`src/rtl/seg_scan_ctrl.sv`:
```
// seg_scan_ctrl: 4-digit multiplexed 7-segment scan controller.
//   Each digit gets a slot of PRESCALE clocks. The first GUARD clocks of
//   every slot keep all anodes off so the previous digit cannot ghost.
//   New values enter a one-entry buffer through a valid/ready handshake.
//   They are copied into the display register only at a frame boundary,
//   so a frame never shows a mix of old and new digits.
// Ports:
//   clk, rst         system clock, synchronous active-high reset
//   en               scan enable; low freezes the scan and blanks the anodes
//   load_valid/data  offered display value (digit0 = [3:0])
//   load_ready       buffer free (no commit pending)
//   lz_blank         leading-zero blanking enable
//   AN_Control       active-low anode enables; [7:4] are unused and held high
//   digit_sel        digit currently scanned
//   nibble           hex value of the scanned digit
//   frame_tick       high during the last cycle of a full frame
module seg_scan_ctrl #(
    parameter int PRESCALE = 8,
    parameter int GUARD    = 2
) (
    input  logic        clk,
    input  logic        rst,
    input  logic        en,
    input  logic        load_valid,
    input  logic [15:0] load_data,
    output logic        load_ready,
    input  logic        lz_blank,
    output logic [7:0]  AN_Control,
    output logic [1:0]  digit_sel,
    output logic [3:0]  nibble,
    output logic        frame_tick
);
    localparam int          CW      = (PRESCALE > 2) ? $clog2(PRESCALE) : 1;
    localparam logic [CW-1:0] LAST    = CW'(PRESCALE - 1);
    localparam logic [CW-1:0] GUARD_C = CW'(GUARD);

    logic [CW-1:0] cnt_q, cnt_d;
    logic [1:0]    dsel_q, dsel_d;
    logic [15:0]   disp_q, disp_d;
    logic [15:0]   buf_q, buf_d;
    logic          pend_q, pend_d;

    logic          boundary;
    logic [3:0]    blank;
    logic          z1, z2, z3;

    assign boundary = en && (dsel_q == 2'd3) && (cnt_q == LAST);

    // zN: display nibbles N..3 are all zero. Digit 0 is never blanked.
    assign z3    = (disp_q[15:12] == 4'h0);
    assign z2    = z3 && (disp_q[11:8] == 4'h0);
    assign z1    = z2 && (disp_q[7:4] == 4'h0);
    assign blank = {z3, z2, z1, 1'b0} & {4{lz_blank}};

    always_comb begin
        cnt_d  = cnt_q;
        dsel_d = dsel_q;
        disp_d = disp_q;
        buf_d  = buf_q;
        pend_d = pend_q;
        if (en) begin
            if (cnt_q == LAST) begin
                cnt_d  = '0;
                dsel_d = dsel_q + 2'd1;
            end else begin
                cnt_d = cnt_q + CW'(1);
            end
        end
        // Commit needs pend_q=1 and capture needs pend_q=0, so at most one
        // of the two branches can fire in a cycle.
        if (boundary && pend_q) begin
            disp_d = buf_q;
            pend_d = 1'b0;
        end else if (load_valid && !pend_q) begin
            buf_d  = load_data;
            pend_d = 1'b1;
        end
    end

    always_ff @(posedge clk) begin
        if (rst) begin
            cnt_q  <= '0;
            dsel_q <= 2'd0;
            disp_q <= 16'h0;
            buf_q  <= 16'h0;
            pend_q <= 1'b0;
        end else begin
            cnt_q  <= cnt_d;
            dsel_q <= dsel_d;
            disp_q <= disp_d;
            buf_q  <= buf_d;
            pend_q <= pend_d;
        end
    end

    always_comb begin
        AN_Control = 8'hFF;
        if (en && !(cnt_q < GUARD_C) && !blank[dsel_q])
            AN_Control[dsel_q] = 1'b0;
    end

    assign digit_sel  = dsel_q;
    assign nibble     = disp_q[{dsel_q, 2'b00} +: 4];
    assign load_ready = !pend_q;
    assign frame_tick = boundary;

endmodule

```
`config.mk`:
```
export PLATFORM = sky130hd
export DESIGN_NAME = seg_scan_ctrl
export DESIGN_NICKNAME = d
export VERILOG_FILES = /design/src/rtl/seg_scan_ctrl.sv
export SDC_FILE = /design/constraint.sdc
export NUM_CORES = 1
export LEC_CHECK = 0
export ABC_AREA = 1
export CAP_MARGIN = 20
export CORE_ASPECT_RATIO = 1.1
export CORE_MARGIN = 2
export CORE_UTILIZATION = 45
export CTS_CLUSTER_SIZE = 24
export DETAILED_ROUTE_END_ITERATION = 7
export PLACE_DENSITY = 0.85
export SLEW_MARGIN = 40
export SYNTH_ARGS = -nofsm -noshare
export SYNTH_HDL_FRONTEND = slang
export SYNTH_SLANG_ARGS = --single-unit
```
`constraint.sdc`:
```
create_clock -name clk -period 1.4 [get_ports clk]
set_clock_uncertainty 0.1 [all_clocks]
set_input_delay 0.14 -clock clk [delete_from_list [all_inputs] [get_ports clk]]
set_output_delay 0.14 -clock clk [all_outputs]
set_load 0.02 [all_outputs]
```
### Yosys cells after proc, flatten, opt, wreduce, memory -nomap -nowiden

Index checks and enable logic that the tools add are counted.

* bits in registers: 38
* input port bits: 21

* $add $sub $neg: 2
* $lt $le $gt $ge: 4
* equality and inequality tests: 2
* shifts and indexed selects: 1
* muxes and demuxes: 6
* bitwise operators: 3
* reduce and logical (&&, ||, !) cells: 18

Operators with widths (count)
* 16-bit by 5-bit indexed part select with 4-bit output: 1
* 4-bit zero test: 3
* 1-bit logical AND: 9
* 8-bit 2-to-1 mux: 1
* 4-bit inverter with 8-bit output: 1
* 4-bit AND: 1
* 2-bit by 4-bit less-than comparator with 1-bit output (second input constant): 1
* 2-bit AND reduction: 2
* 3-bit by 1-bit adder with 3-bit output (second input constant): 1
* 3-bit == test (second input constant): 1
* 1-bit zero test: 3
* 2-bit by 3-bit less-than comparator with 1-bit output (second input constant): 1
* 3-bit by 2-bit less-than comparator with 1-bit output (second input constant): 1
* 3-bit 2-to-1 mux: 1
* 2-bit by 1-bit adder with 2-bit output (second input constant): 1
* 1-bit binary-select mux with 2-bit select: 1
* 1-bit demux with 2-bit select: 1
* 2-bit == test (second input constant): 1
* 2-bit by 1-bit greater-or-equal comparator with 1-bit output (second input constant): 1
* 1-bit 2-to-1 mux: 2
* 2-bit OR reduction: 1
* 1-bit inverter: 1

### Logic depth before layout (Yosys ltp)

* word-level depth: 9
* mapped depth: 9

### Worst setup path before layout

No wires, ideal clock.

* path type: reg2reg
* from: reg dsel_q[1], in the netlist digit_sel[1]
* to: reg disp_q[6]
* setup time: 0.139 ns
* data arrival time: 1.378 ns
* data required time: 1.161 ns
* setup slack: -0.217 ns
* cell stages (with the launch flop): 8
* period minus slack after synthesis: 1.617 ns
* cells stage by stage: dfxtp_1 ha_1 inv_2 nor2_8 nand2_4 buf_2 nand2_1 a21oi_2

* longest elaborated chain between the ends: 4

Ends and longest elaborated chain
* start, declared: line 38 `logic [1:0] dsel_q, dsel_d;`
* start signal, assigned: line 89 `dsel_q <= dsel_d;`
* 2-bit == test: line 47 `assign boundary = en && (dsel_q == 2'd3) && (cnt_q == LAST);`
* 1-bit logical AND (2 in a row): line 47
* named net frame_tick: line 31 `output logic frame_tick`
* 1-bit logical AND: line 71 `if (boundary && pend_q) begin`
* end signal, assigned: line 90 `disp_q <= disp_d;`
* end, declared: line 39 `logic [15:0] disp_q, disp_d;`

The timed path passes the listed nets, and every way through them passes these cells.
A chain may end at the register's enable or synchronous reset.

### Worst setup path in the final report

* from: reg dsel_q[0], in the netlist digit_sel[0]
* to: out nibble[2]

* longest elaborated chain between the ends: 1

Ends and longest elaborated chain
* 16-bit by 5-bit indexed part select with 4-bit output: line 103 `assign nibble = disp_q[{dsel_q, 2'b00} +: 4];`
* end, declared: line 30 `output logic [3:0] nibble,`

Every way passes these cells.

==> results.sh <==
export IMPL_finalMaxSlewViolations=0
export IMPL_cts_inserted_buffers=5
export IMPL_grt_max_degree=18
export IMPL_syn2layout_area_growth_pct=61.76
export IMPL_netlist_area_leader_share_pct=44.12
export IMPL_fp_dieW_um=63.02
export IMPL_p_seq_share_pct=54.3
export IMPL_synthesis_area_sq_um=1724
export IMPL_postRouteAntennaNets=0
export IMPL_min_delay_path_class="input pin to flip-flop"
export IMPL_crit_fanout=10
export IMPL_track_usage_pct=21.23
export IMPL_antenna_cells=0
export IMPL_cts_sinks=38
export IMPL_finalPower_uw=2109
export IMPL_synth_compound_area_share_pct=17.63
export IMPL_ys_seq_area_share_pct=44.12
export IMPL_cts_hold_fix_buffers=0
export IMPL_cp_start_kind="flip-flop"
export IMPL_drive_above_1_share_pct=48.95
export IMPL_setup_viol=26
export IMPL_maxCapViolations=0
export IMPL_worstPathRequired_ns=1.16
export IMPL_drtPass1Iterations=4
export IMPL_cts_max_level=2
export IMPL_drt_vias_per_instance=5.217
export IMPL_grt_pass1_vias=1589
export IMPL_yosysUniqueCellTypes=24
export IMPL_dieArea_sq_um=4343
export IMPL_outcome="complete, but fails checks"
export IMPL_syn_area_per_cell_sq_um=7.732
export IMPL_async_flop_share_pct=0
export IMPL_place_gp_congestion=0.8531
export IMPL_drt_initial_drc_count=85
export IMPL_p_int_uw=1597
export IMPL_cts_tree="yes"
export IMPL_synth_fa_ha_area_share_pct=4.354
export IMPL_peakVddDrop_mv=0.7577
export IMPL_ys_flop_type="dfxtp_1"
export IMPL_pwr_share_comb_pct=10.0
export IMPL_overflow=0
export IMPL_violations="setup timing"
export IMPL_clk_pin_slew_ns=0.07
export IMPL_rsz0062_at_grt="yes"
export IMPL_switching_share_pct=24.28
export IMPL_period_minus_slack_ns=1.594
export IMPL_detail_route_wl_per_cell_um=15.78
export IMPL_antenna_found_initial=0
export IMPL_routed_wl_um=5303
export IMPL_root_buffer="clkbuf_8"
export IMPL_crit_type="flip-flop to primary output"
export IMPL_num_vias=1753
export IMPL_synth_most_common_cell="nand2_1"
export IMPL_hold_viol=0
export IMPL_rows=23
export IMPL_synth_simple_area_share_pct=26.12
export IMPL_yosysWarnings=0
export IMPL_synth_xor_area_share_pct=0
export IMPL_synthTopCellsByCount="67 x nand2_1, 38 x dfxtp_1, 30 x a21oi_1, 17 x nor2_1, 10 x nand2_2"
export IMPL_clock_fmax_ghz=0.6274
export IMPL_port_buffer_count=32
export IMPL_cp_end_kind="primary output"
export IMPL_power_frac_clock_pct=35.7
export IMPL_power_leakage_uw=0.001116
export IMPL_clkLatencyLatePin_ns=0.30
export IMPL_core_area_sq_um=3655
export IMPL_io_pins=37
export IMPL_synth_top_family_by_area="simple AND/OR/NAND/NOR gates"
export IMPL_p_switching_uw=512.2
export IMPL_fp_dieH_um=68.92
export IMPL_yosys_top_cells_area="dfxtp_1 44%, nand2_1 15%, a21oi_1 8.7%"
export IMPL_grt_pass1_wl_um=6893
export IMPL_synth_edf_count=0
export IMPL_clock_path_buffers=2
export IMPL_nNetsFinal=314
export IMPL_syn_instance_count=223
export IMPL_setup_ws_ns=-0.1939
export IMPL_arrival_ns=1.35
export IMPL_yosysTopAreaCell="dfxtp_1"
export IMPL_fin_crit_sh_pct=113.9
export IMPL_pre_cts_ws_ns=-0.4528
export IMPL_powerDensity_nw_per_um2=756.3
export IMPL_synth_area_mux_share_pct=0
export IMPL_drc=0
export IMPL_initial_core_util_pct=47.18
export IMPL_dpl_hpwl_um=2749
export IMPL_ys_ff_latch=38
## per-layer routing
metal	vias to the layer above	track usage, %	part of all wire, %
li1	844	-	-
met1	802	21.52	36
met5	-	0	0
met2	86	38.16	53
met4	0	14.44	4.6
met3	21	6.818	6.3
## power by group through the flow
| stage | combinational (uW) | clock, uW | sequential (uW) |
|---|---|---|---|
| floorplan | 110 | 0 | 1160 |
| global placement | 196 | 0 | 1160 |
| detailed placement | 200 | 0 | 1160 |
| CTS | 204 | 740 | 1140 |
| global route | 232 | 802 | 1150 |
| finish | 211 | 753 | 1150 |
## timing repair
item / in CTS / in global routing
resized for setup: 100 / 63
pin swaps: 2 / 20
cloned: 1 / 2
endpoints found under the setup margin: 29 / 29
buffers inserted: 5 / 1
## cells by family (layout without fill, tap and decap cells)
kind of cell               count (synthesis)  in the layout
DFF                                       38             38
other                                      1              4
adders and majority gates                  6              6
and+or+nand+nor                          103            104
buffers and inverters                     23             82
AOI/OAI and AO/OA                         52             52
## placed cells by master, fill, tap and decap left out, drive strengths merged
master         count
o21ai              8
a21oi             39
dfxtp             38
o21bai             1
nor3               1
ha                 6
clkbuf             6
o22ai              2
inv                8
conb               4
nand2             80
clkdlybuf4s50     20
clkdlybuf4s15      1
nor2              18
nand3              5
dlygate4sd2        1
a211oi             2
buf               43
clkinv             3
## registers in the layout (all words and copies together), names as in the netlist
signal	count
cnt_q	3
disp_q	16
pend_q	1
digit_sel	2
buf_q	16
## cell type report
cell class	count	area (sq um)
repair buffers	65	630.6
multi-input cells	166	1157
repair inverters	2	25.02
inverters	9	53.80
well taps	50	62.56
flip-flops and latches	38	777.0
clock buffers	6	82.58
fillers	253	865.8
## through the flow
step	utilization (%)	instances	cell area, sq um	hold WS, ns	setup TNS, ns
floorplan	-	226	1793	0.1729	-0.5349
global placement	62.89	322	2298	0.3504	-6.849
detailed placement	62.89	322	2298	0.3565	-7.728
CTS	69.60	334	2544	0.3008	-2.350
global route	76.31	336	2789	0.3071	-4.628
finish	76.31	336	2789	0.2914	-3.599
## critical path, stage by stage (launching register included)
cell,delay [ns]
dfxtp_4,0.37
inv_4,0.05
buf_12,0.13
o21ai_4,0.14
a21oi_2,0.06
a21oi_2,0.15
buf_6,0.14
## final timing paths
| check | start | to | slack [ns] | cells past startpoint |
|---|---|---|---|---|
| min | load_data[15] | buf_q[15] | 0.29 | 3 |
| min reg2reg | buf_q[10] | disp_q[10] | 0.36 | 2 |
| max | digit_sel[0] | nibble[2] | -0.19 | 6 |
| max reg2reg | cnt_q[1] | disp_q[15] | -0.18 | 9 |
Power figures use the tool's default switching activity.
